File: config.mk
export PLATFORM = sky130hd
export DESIGN_NAME = compute_clock_controller
export DESIGN_NICKNAME = d
export VERILOG_FILES = /design/src/rtl/compute_clock_controller_pkg.sv /design/src/rtl/compute_clock_controller_resume_delay_counter.sv /design/src/rtl/compute_clock_controller.sv
export SDC_FILE = /design/constraint.sdc
export NUM_CORES = 1
export LEC_CHECK = 0
export ABC_AREA = 1
export CAP_MARGIN = 20
export CORE_MARGIN = 2
export CORE_UTILIZATION = 24
export CTS_CLUSTER_DIAMETER = 50
export DETAILED_ROUTE_END_ITERATION = 7
export PLACE_DENSITY = 0.54
export SLEW_MARGIN = 10
export SYNTH_ARGS = -nofsm -noshare
export SYNTH_HDL_FRONTEND = slang
export SYNTH_SLANG_ARGS = --single-unit
File: constraint.sdc
create_clock -name clock -period 4 [get_ports clock]
set_clock_uncertainty 0.1 [all_clocks]
set_input_delay 1 -clock clock [delete_from_list [all_inputs] [get_ports clock]]
set_output_delay 1 -clock clock [all_outputs]
set_load 0.01 [all_outputs]
File: src/rtl/compute_clock_controller_pkg.sv
// Shared types and constants for the compute clock controller.
package compute_clock_controller_pkg;

  // Sequencer states. The gating enable is low only in ST_RUN.
  typedef enum logic [1:0] {
    ST_IDLE        = 2'd0,
    ST_RUN         = 2'd1,
    ST_PAUSED      = 2'd2,
    ST_RESUME_WAIT = 2'd3
  } state_e;

  // Termination codes reported on stop_reason.
  localparam int STOP_REASON_W = 2;
  localparam logic [STOP_REASON_W-1:0] REASON_NONE      = 2'd0;
  localparam logic [STOP_REASON_W-1:0] REASON_BUDGET    = 2'd1;
  localparam logic [STOP_REASON_W-1:0] REASON_EXCEPTION = 2'd2;
  localparam logic [STOP_REASON_W-1:0] REASON_ABORT     = 2'd3;

endpackage

File: src/rtl/compute_clock_controller_resume_delay_counter.sv
// Loadable down-counter that times the gated settle window after a resume.
// tc_o is high while the count sits at 1, i.e. on the last gated cycle.
module resume_delay_counter #(
  parameter int WIDTH = 4
) (
  input  logic             clk_i,
  input  logic             rst_i,
  input  logic             load_i,
  input  logic [WIDTH-1:0] load_val_i,
  input  logic             dec_i,
  output logic             tc_o
);

  logic [WIDTH-1:0] count_q;
  logic [WIDTH-1:0] count_d;

  // Load has priority; decrement stops at zero so the counter never wraps.
  always_comb begin
    count_d = count_q;
    if (load_i) begin
      count_d = load_val_i;
    end else if (dec_i && (count_q != '0)) begin
      count_d = count_q - WIDTH'(1);
    end
  end

  // Count register.
  always_ff @(posedge clk_i) begin
    if (rst_i) begin
      count_q <= '0;
    end else begin
      count_q <= count_d;
    end
  end

  assign tc_o = (count_q == WIDTH'(1));

endmodule

File: src/rtl/compute_clock_controller.sv
// Control-domain sequencer for the active-low compute clock enable.
// Opens the compute clock for a programmed budget, closes it on budget
// expiry, exception or abort, and pauses it for memory stalls.
module compute_clock_controller
  import compute_clock_controller_pkg::*;
#(
  parameter int COUNTER_WIDTH = 48,
  parameter int RESUME_DELAY  = 2
) (
  input  logic                     clock,
  input  logic                     reset,
  input  logic                     start,
  input  logic [COUNTER_WIDTH-1:0] cycle_budget,
  input  logic                     abort,
  input  logic                     exception,
  input  logic                     pause_req,
  output logic                     pause_ack,
  input  logic                     resume,
  output logic                     compute_clock_en_n,
  output logic                     running,
  output logic                     done,
  output logic [1:0]               stop_reason,
  output logic [COUNTER_WIDTH-1:0] cycles_elapsed,
  output logic [1:0]               state_dbg
);

  localparam int DLY_W = $clog2(RESUME_DELAY + 1);

  state_e                     state_q, state_d;
  logic                       en_n_q, en_n_d;
  logic                       done_q, done_d;
  logic [STOP_REASON_W-1:0]   reason_q, reason_d;
  logic [COUNTER_WIDTH-1:0]   elapsed_q, elapsed_d;
  logic [COUNTER_WIDTH-1:0]   budget_q, budget_d;
  logic [COUNTER_WIDTH-1:0]   elapsed_inc;
  logic                       last_cycle;
  logic                       dly_load;
  logic                       dly_dec;
  logic                       dly_tc;

  resume_delay_counter #(
    .WIDTH(DLY_W)
  ) u_resume_delay (
    .clk_i      (clock),
    .rst_i      (reset),
    .load_i     (dly_load),
    .load_val_i (DLY_W'(RESUME_DELAY)),
    .dec_i      (dly_dec),
    .tc_o       (dly_tc)
  );

  // Saturating elapsed increment and budget-expiry detect. The compare is
  // done one bit wider so a saturated counter cannot alias onto the budget.
  always_comb begin
    elapsed_inc = (elapsed_q == '1) ? elapsed_q : (elapsed_q + COUNTER_WIDTH'(1));
    last_cycle  = (({1'b0, elapsed_q} + (COUNTER_WIDTH + 1)'(1)) == {1'b0, budget_q});
  end

  // Next-state and datapath decode; the enable is derived from the next
  // state so it is a clean flop output with no combinational path out.
  always_comb begin
    state_d   = state_q;
    done_d    = 1'b0;
    reason_d  = reason_q;
    elapsed_d = elapsed_q;
    budget_d  = budget_q;
    dly_load  = 1'b0;
    dly_dec   = 1'b0;
    unique case (state_q)
      ST_IDLE: begin
        if (start) begin
          elapsed_d = '0;
          if (cycle_budget == '0) begin
            done_d   = 1'b1;
            reason_d = REASON_BUDGET;
          end else begin
            budget_d = cycle_budget;
            reason_d = REASON_NONE;
            state_d  = ST_RUN;
          end
        end
      end
      ST_RUN: begin
        // The deciding cycle is itself a compute cycle.
        elapsed_d = elapsed_inc;
        if (abort) begin
          state_d  = ST_IDLE;
          reason_d = REASON_ABORT;
          done_d   = 1'b1;
        end else if (exception) begin
          state_d  = ST_IDLE;
          reason_d = REASON_EXCEPTION;
          done_d   = 1'b1;
        end else if (last_cycle) begin
          state_d  = ST_IDLE;
          reason_d = REASON_BUDGET;
          done_d   = 1'b1;
        end else if (pause_req) begin
          state_d = ST_PAUSED;
        end
      end
      ST_PAUSED: begin
        if (abort) begin
          state_d  = ST_IDLE;
          reason_d = REASON_ABORT;
          done_d   = 1'b1;
        end else if (resume) begin
          dly_load = 1'b1;
          state_d  = ST_RESUME_WAIT;
        end
      end
      ST_RESUME_WAIT: begin
        if (abort) begin
          state_d  = ST_IDLE;
          reason_d = REASON_ABORT;
          done_d   = 1'b1;
        end else begin
          dly_dec = 1'b1;
          if (dly_tc) begin
            state_d = ST_RUN;
          end
        end
      end
      default: begin
        state_d = ST_IDLE;
      end
    endcase
    en_n_d = (state_d != ST_RUN);
  end

  // State and output registers with synchronous reset.
  always_ff @(posedge clock) begin
    if (reset) begin
      state_q   <= ST_IDLE;
      en_n_q    <= 1'b1;
      done_q    <= 1'b0;
      reason_q  <= REASON_NONE;
      elapsed_q <= '0;
      budget_q  <= '0;
    end else begin
      state_q   <= state_d;
      en_n_q    <= en_n_d;
      done_q    <= done_d;
      reason_q  <= reason_d;
      elapsed_q <= elapsed_d;
      budget_q  <= budget_d;
    end
  end

  assign compute_clock_en_n = en_n_q;
  assign done               = done_q;
  assign stop_reason        = reason_q;
  assign cycles_elapsed     = elapsed_q;
  assign running            = (state_q != ST_IDLE);
  assign pause_ack          = (state_q == ST_PAUSED);
  assign state_dbg          = state_q;

endmodule
# Word-level counts from Yosys, hierarchy flattened
# Index checks and enable logic that the tools add are counted.
# Widths: inputs -> output; s select.
word_totals:
  in_bits: 55
  output_inout_bits: 56
  elab_cells: 70
  reg_bits: 104
op_classes:
  reduce_logical: 12
  bitwise: 1
  n_mux: 35
  n_eq_ne: 11
  addsub: 3
ops:
  columns: ["cell", "count"]
  rows:
  - ["$mux 48", 2]
  - ["$pmux 48 s2", 1]
  - ["$add 48x1->49 const B", 1]
  - ["$eq 49x48->1", 1]
  - ["$add 48x1->48 const B", 1]
  - ["$eq 48x48->1 const B", 1]
  - ["$logic_not 48->1", 1]
  - ["$mux 2", 17]
  - ["$mux 1", 12]
  - ["$reduce_and 3->1", 3]
  - ["$pmux 2 s4", 1]
  - ["$reduce_bool 2->1", 4]
  - ["$pmux 2 s3", 1]
  - ["$eq 2x1->1 const B", 2]
  - ["$eq 2x2->1 const B", 2]
  - ["$ne 2x1->1 const B", 2]
  - ["$ne 2x2->1 const B", 2]
  - ["$ne 4x4->1 const B", 1]
  - ["$reduce_or 2->1", 2]
  - ["$pmux 1 s3", 1]
  - ["$logic_not 2->1", 1]
  - ["$sub 2x1->2 const B", 1]
  - ["$logic_and 1x1->1", 1]
  - ["$not 1->1", 1]

# Longest topological paths before layout
logic_depth:
  ltp_word: 7
  mapped_depth: 21

# Cells and area by module
# From an unflattened synthesis, not the netlist that was laid out.
unflattened:
  cells_unflattened: 1064
  hier_area_um2: 6585.1
modules_own_cells:
  columns: ["module", "n_inst", "seq_area_each_um2", "cells_per_inst", "area_per_inst_um2"]
  rows:
  - ["compute_clock_controller", 1, 2042.0, 1038, 6432.4]
  - ["resume_delay_counter", 1, 40.0, 26, 152.6]

# Least setup slack after synthesis
# OpenSTA, ideal clock, no wires.
synth_timing:
  path_type: "input -> register"
  startpoint: "input cycle_budget[17]"
  endpoint: "register budget_q[14]"
  arrival_ns: 2.594
  path_buffers: 2
  path_stages: 8
  slack_ns: 1.241
  t_required_ns: 3.835
  setup_time_ns: 0.065
  path_cell_list: "nor4_1 > nand4_1 > or3_1 > nand2_1 > clkbuf_1 > clkbuf_1 > o21ai_0 > nor2_1"
synth_between:
  elab_chain_cells: 3
synth_rtl:
  columns: ["item", "line", "source"]
  rows:
  - ["from (decl)", "compute_clock_controller.sv:13", "input logic [COUNTER_WIDTH-1:0] cycle_budget,"]
  - ["$logic_not 48->1", "compute_clock_controller.sv:73", "if (cycle_budget == '0) begin"]
  - ["$not 1->1 (no source line)", null, null]
  - ["$reduce_and 3->1 (no source line)", null, null]
  - ["to (signal assigned)", "compute_clock_controller.sv:146", "budget_q <= budget_d;"]
  - ["to (decl)", "compute_clock_controller.sv:34", "logic [COUNTER_WIDTH-1:0] budget_q, budget_d;"]
# No other way between the ends.
# A chain may end at the register's enable or synchronous reset.

# Worst setup path after layout
layout_timing:
  startpoint: "input cycle_budget[41]"
  endpoint: "register budget_q[29]"
# Same word-level chain as after synthesis.

==> results.yml <==
run_status:
  outcome: "complete, no violations"
critical_path:
  worst-path-max-fanout: 41
  end_kind: "register"
  critPathLaunchType: "input pin"
  max_stage_delay_ps: 630
  reg2reg_depth: 12
  crit_slowest_cell: "nor4_1"
  cp.arrival_ps: 3420
  r2r_end: "cycles_elapsed[5]"
  critical_path_class: "in -> reg"
  r2r_start: "cycles_elapsed[0]"
  worstPathCellList: "clkdlybuf4s50_1 -> nor4_1 -> nand4_1 -> or3_1 -> nand2_2 -> buf_12 -> o21ai_0 -> a21oi_1"
  rrSetupSlack_ps: 780
  cp.required_ps: 4190
  path_delay_family: "simple AND/OR/NAND/NOR gates"
  crit_buf_inv: 2
placed_design:
  dpl_cell_area_um2: 8040
  dp_hpwl_um: 18200
  place.gp.congestion: 0.932
  port_buffers: 110
synth:
  synth_xor_area_share_pct: 4.44
  synthDistinctLibCells: 35
  syn_inst: 1048
  ys_ff_latch: 104
  synth_warnings: 0
  syn_area_per_cell_um2: 6.24
  syn-num-nets: 1106
  synthAdderAreaFrac_pct: 0.574
  synth-compound-area-share_pct: 12.8
  synthMuxAreaShare_pct: 0
  syn_area_um2: 6540
  ys_seq_area_share_pct: 31.8
  yosys.area_share.simple_pct: 42.2
  synth_top_family_by_area: "simple AND/OR/NAND/NOR gates"
timing:
  setup-violations-final: 0
  final.min_clock_period_ps: 3230
  tightestPinTransition_ps: 683
  final_max_slew_viol_count: 0
  rsz0062_at_grt: "no"
  fmax_mhz: 310
  tns_ps: 0
  relSlewSlack_pct: 54.0
  period_share_pct: 80.7
  final-hold-violation-count: 0
cells_and_area:
  area_growth_pct: 27.7
  drive_above_1_share_pct: 5.57
  fin_area_um2: 8360
  fin_nets: 1203
  insertedDiodeCount: 0
detailed_routing:
  finalWirelength_um: 23700
  ant_nets: 0
  routed.top_layer: "met4"
  drt-initial-drc-count: 545
  post_drt_wl_per_cell_um: 15.9
  drc: 0
  vias: 7188
  vias_per_cell: 4.82
  wl_met2_um: 10800
  wl_met3_um: 1590
  drt_first_pass_iters: 5
  met1_length_um: 10900
global_route:
  grt_max_degree: 49
  gr-total-overflow: 0
  grt_pass1_vias: 6690
  grt_pass1_wl_um: 36800
  grtUsageTotal_pct: 16.6
  antenna_found_initial: 0
cts:
  root_buffer: "clkbuf_16"
  cts-buffers-inserted: 9
  clock_latency_ps: 370
  clk_pin_slew_ps: 70
  post_cts_resized: 0
  cts_max_level: 3
  cts-hold-fix-buffers: 0
  tritoncts_num_sinks: 104
  cts_tree: "done"
  clock_path_buffers: 2
  cts_setup_buffers: 0
floorplanning:
  die_h_um: 169
  die_w_um: 169
  io_pins: 111
  dieArea_um2: 28600
  rows: 60
  start_util_pct: 24.3
  fp.coreArea_um2: 26900
hold_path:
  hp-class: "reg -> reg"
  whs_path_depth: 2
  hold-path-endpoint: "budget_q[4]"
  hp-start: "budget_q[4]"
pwr:
  p_leak_uw: 0.00303
  ir_drop_uv: 197
  p_per_area_nw_per_um2: 304
job:
  drv_cap: 0
worst max-delay path by stage:
stage                           start            endpoint  slack [ps]  cells after the start
global route        cycles_elapsed[0]  cycles_elapsed[21]         550                     12
floorplan            cycle_budget[17]        budget_q[14]        1240                      8
global placement     cycle_budget[21]        state_dbg[0]         400                     10
detailed placement   cycle_budget[21]        budget_q[20]         400                      9
finish               cycle_budget[41]        budget_q[29]         770                      8
CTS                  cycle_budget[21]  compute_clock_en_n         780                     11
cell usage after synthesis, drive strengths merged:
master	count	area share [%]
xor3	4	1.5
nand3	114	9.0
o211a	2	0.31
xor2	5	0.67
o21ai	60	4.6
xnor3	4	1.4
clkinv	2	0.11
dfxtp	104	32
nand4	21	2.0
or3	1	0.096
ha	3	0.57
or2	3	0.29
a211oi	14	1.6
buf	5	0.50
nor3	3	0.23
nand3b	8	0.92
a21oi	66	5.0
nand2	312	18
xnor2	7	0.94
clkbuf	30	1.7
inv	101	5.8
nor4	13	1.2
nor2	153	10
o211ai	1	0.11
a31oi	12	1.1
placed cells by master (no fill, tap or decap), types with 7 or more instances in the layout:
cell type	Yosys	layout
a211oi_1	14	14
a21oi_1	66	66
a31oi_1	12	12
buf_4	1	9
clkbuf_16	0	9
clkdlybuf4s50_1	0	109
dfxtp_1	104	104
inv_1	98	98
nand2_1	306	305
nand3_1	110	110
nand3b_1	8	8
nand4_1	21	21
nor2_1	133	132
nor2_2	11	10
nor2_4	9	11
nor4_1	13	13
o21ai_0	58	58
xnor2_1	7	7
state kept, by name, indices dropped and copies added, names as in the netlist:
name,flops
compute_clock_en_n,1
u_resume_delay.count_q,2
stop_reason,2
budget_q,48
cycles_elapsed,48
state_dbg,2
done,1
tightest hold or removal path: stages (launching register included):
cell and delay (ps):
dfxtp_1 330, inv_1 50, a21oi_1 50
layout make-up:
class                   instances  area (um^2)
clock buffers                  11          233
clock inverters                 5         81.3
fillers                      2952        18500
inverters                     103          387
multi-input cells             806         3950
flip-flops and latches        104         2080
well taps                     341          427
repair buffers                121         1200
cell families (layout without fill, tap and decap cells):
kind of cell / Yosys count / in the layout
buffers and inverters: 138 / 240
AND/OR/NAND/NOR: 628 / 628
XOR/XNOR: 20 / 20
AO/OA/AOI/OAI: 155 / 155
flip-flops: 104 / 104
adder cells (fa/ha/maj): 3 / 3
power breakdown:
group | switching (uW) | internal, uW
registers | 55.4 | 1090
logic | 236 | 190
clock network | 418 | 550
layer usage:
metal,GRT usage [%],vias to the layer above
met5,0,-
met3,3.90,22
met2,26.8,227
met4,4.01,0
li1,-,3628
met1,22.3,3311
through the flow:
step	setup slack, ps	hold slack [ps]	power [uW]	std cells	util [%]
floorplan	1240	336	1400	1048	-
CTS	777	374	2570	1491	31.1
detailed placement	400	361	1600	1475	29.9
finish	774	372	2540	1491	31.1
global placement	404	357	1600	1475	29.9
global route	551	402	2680	1491	31.1
Note: power is estimated with default switching activity, not from simulation.
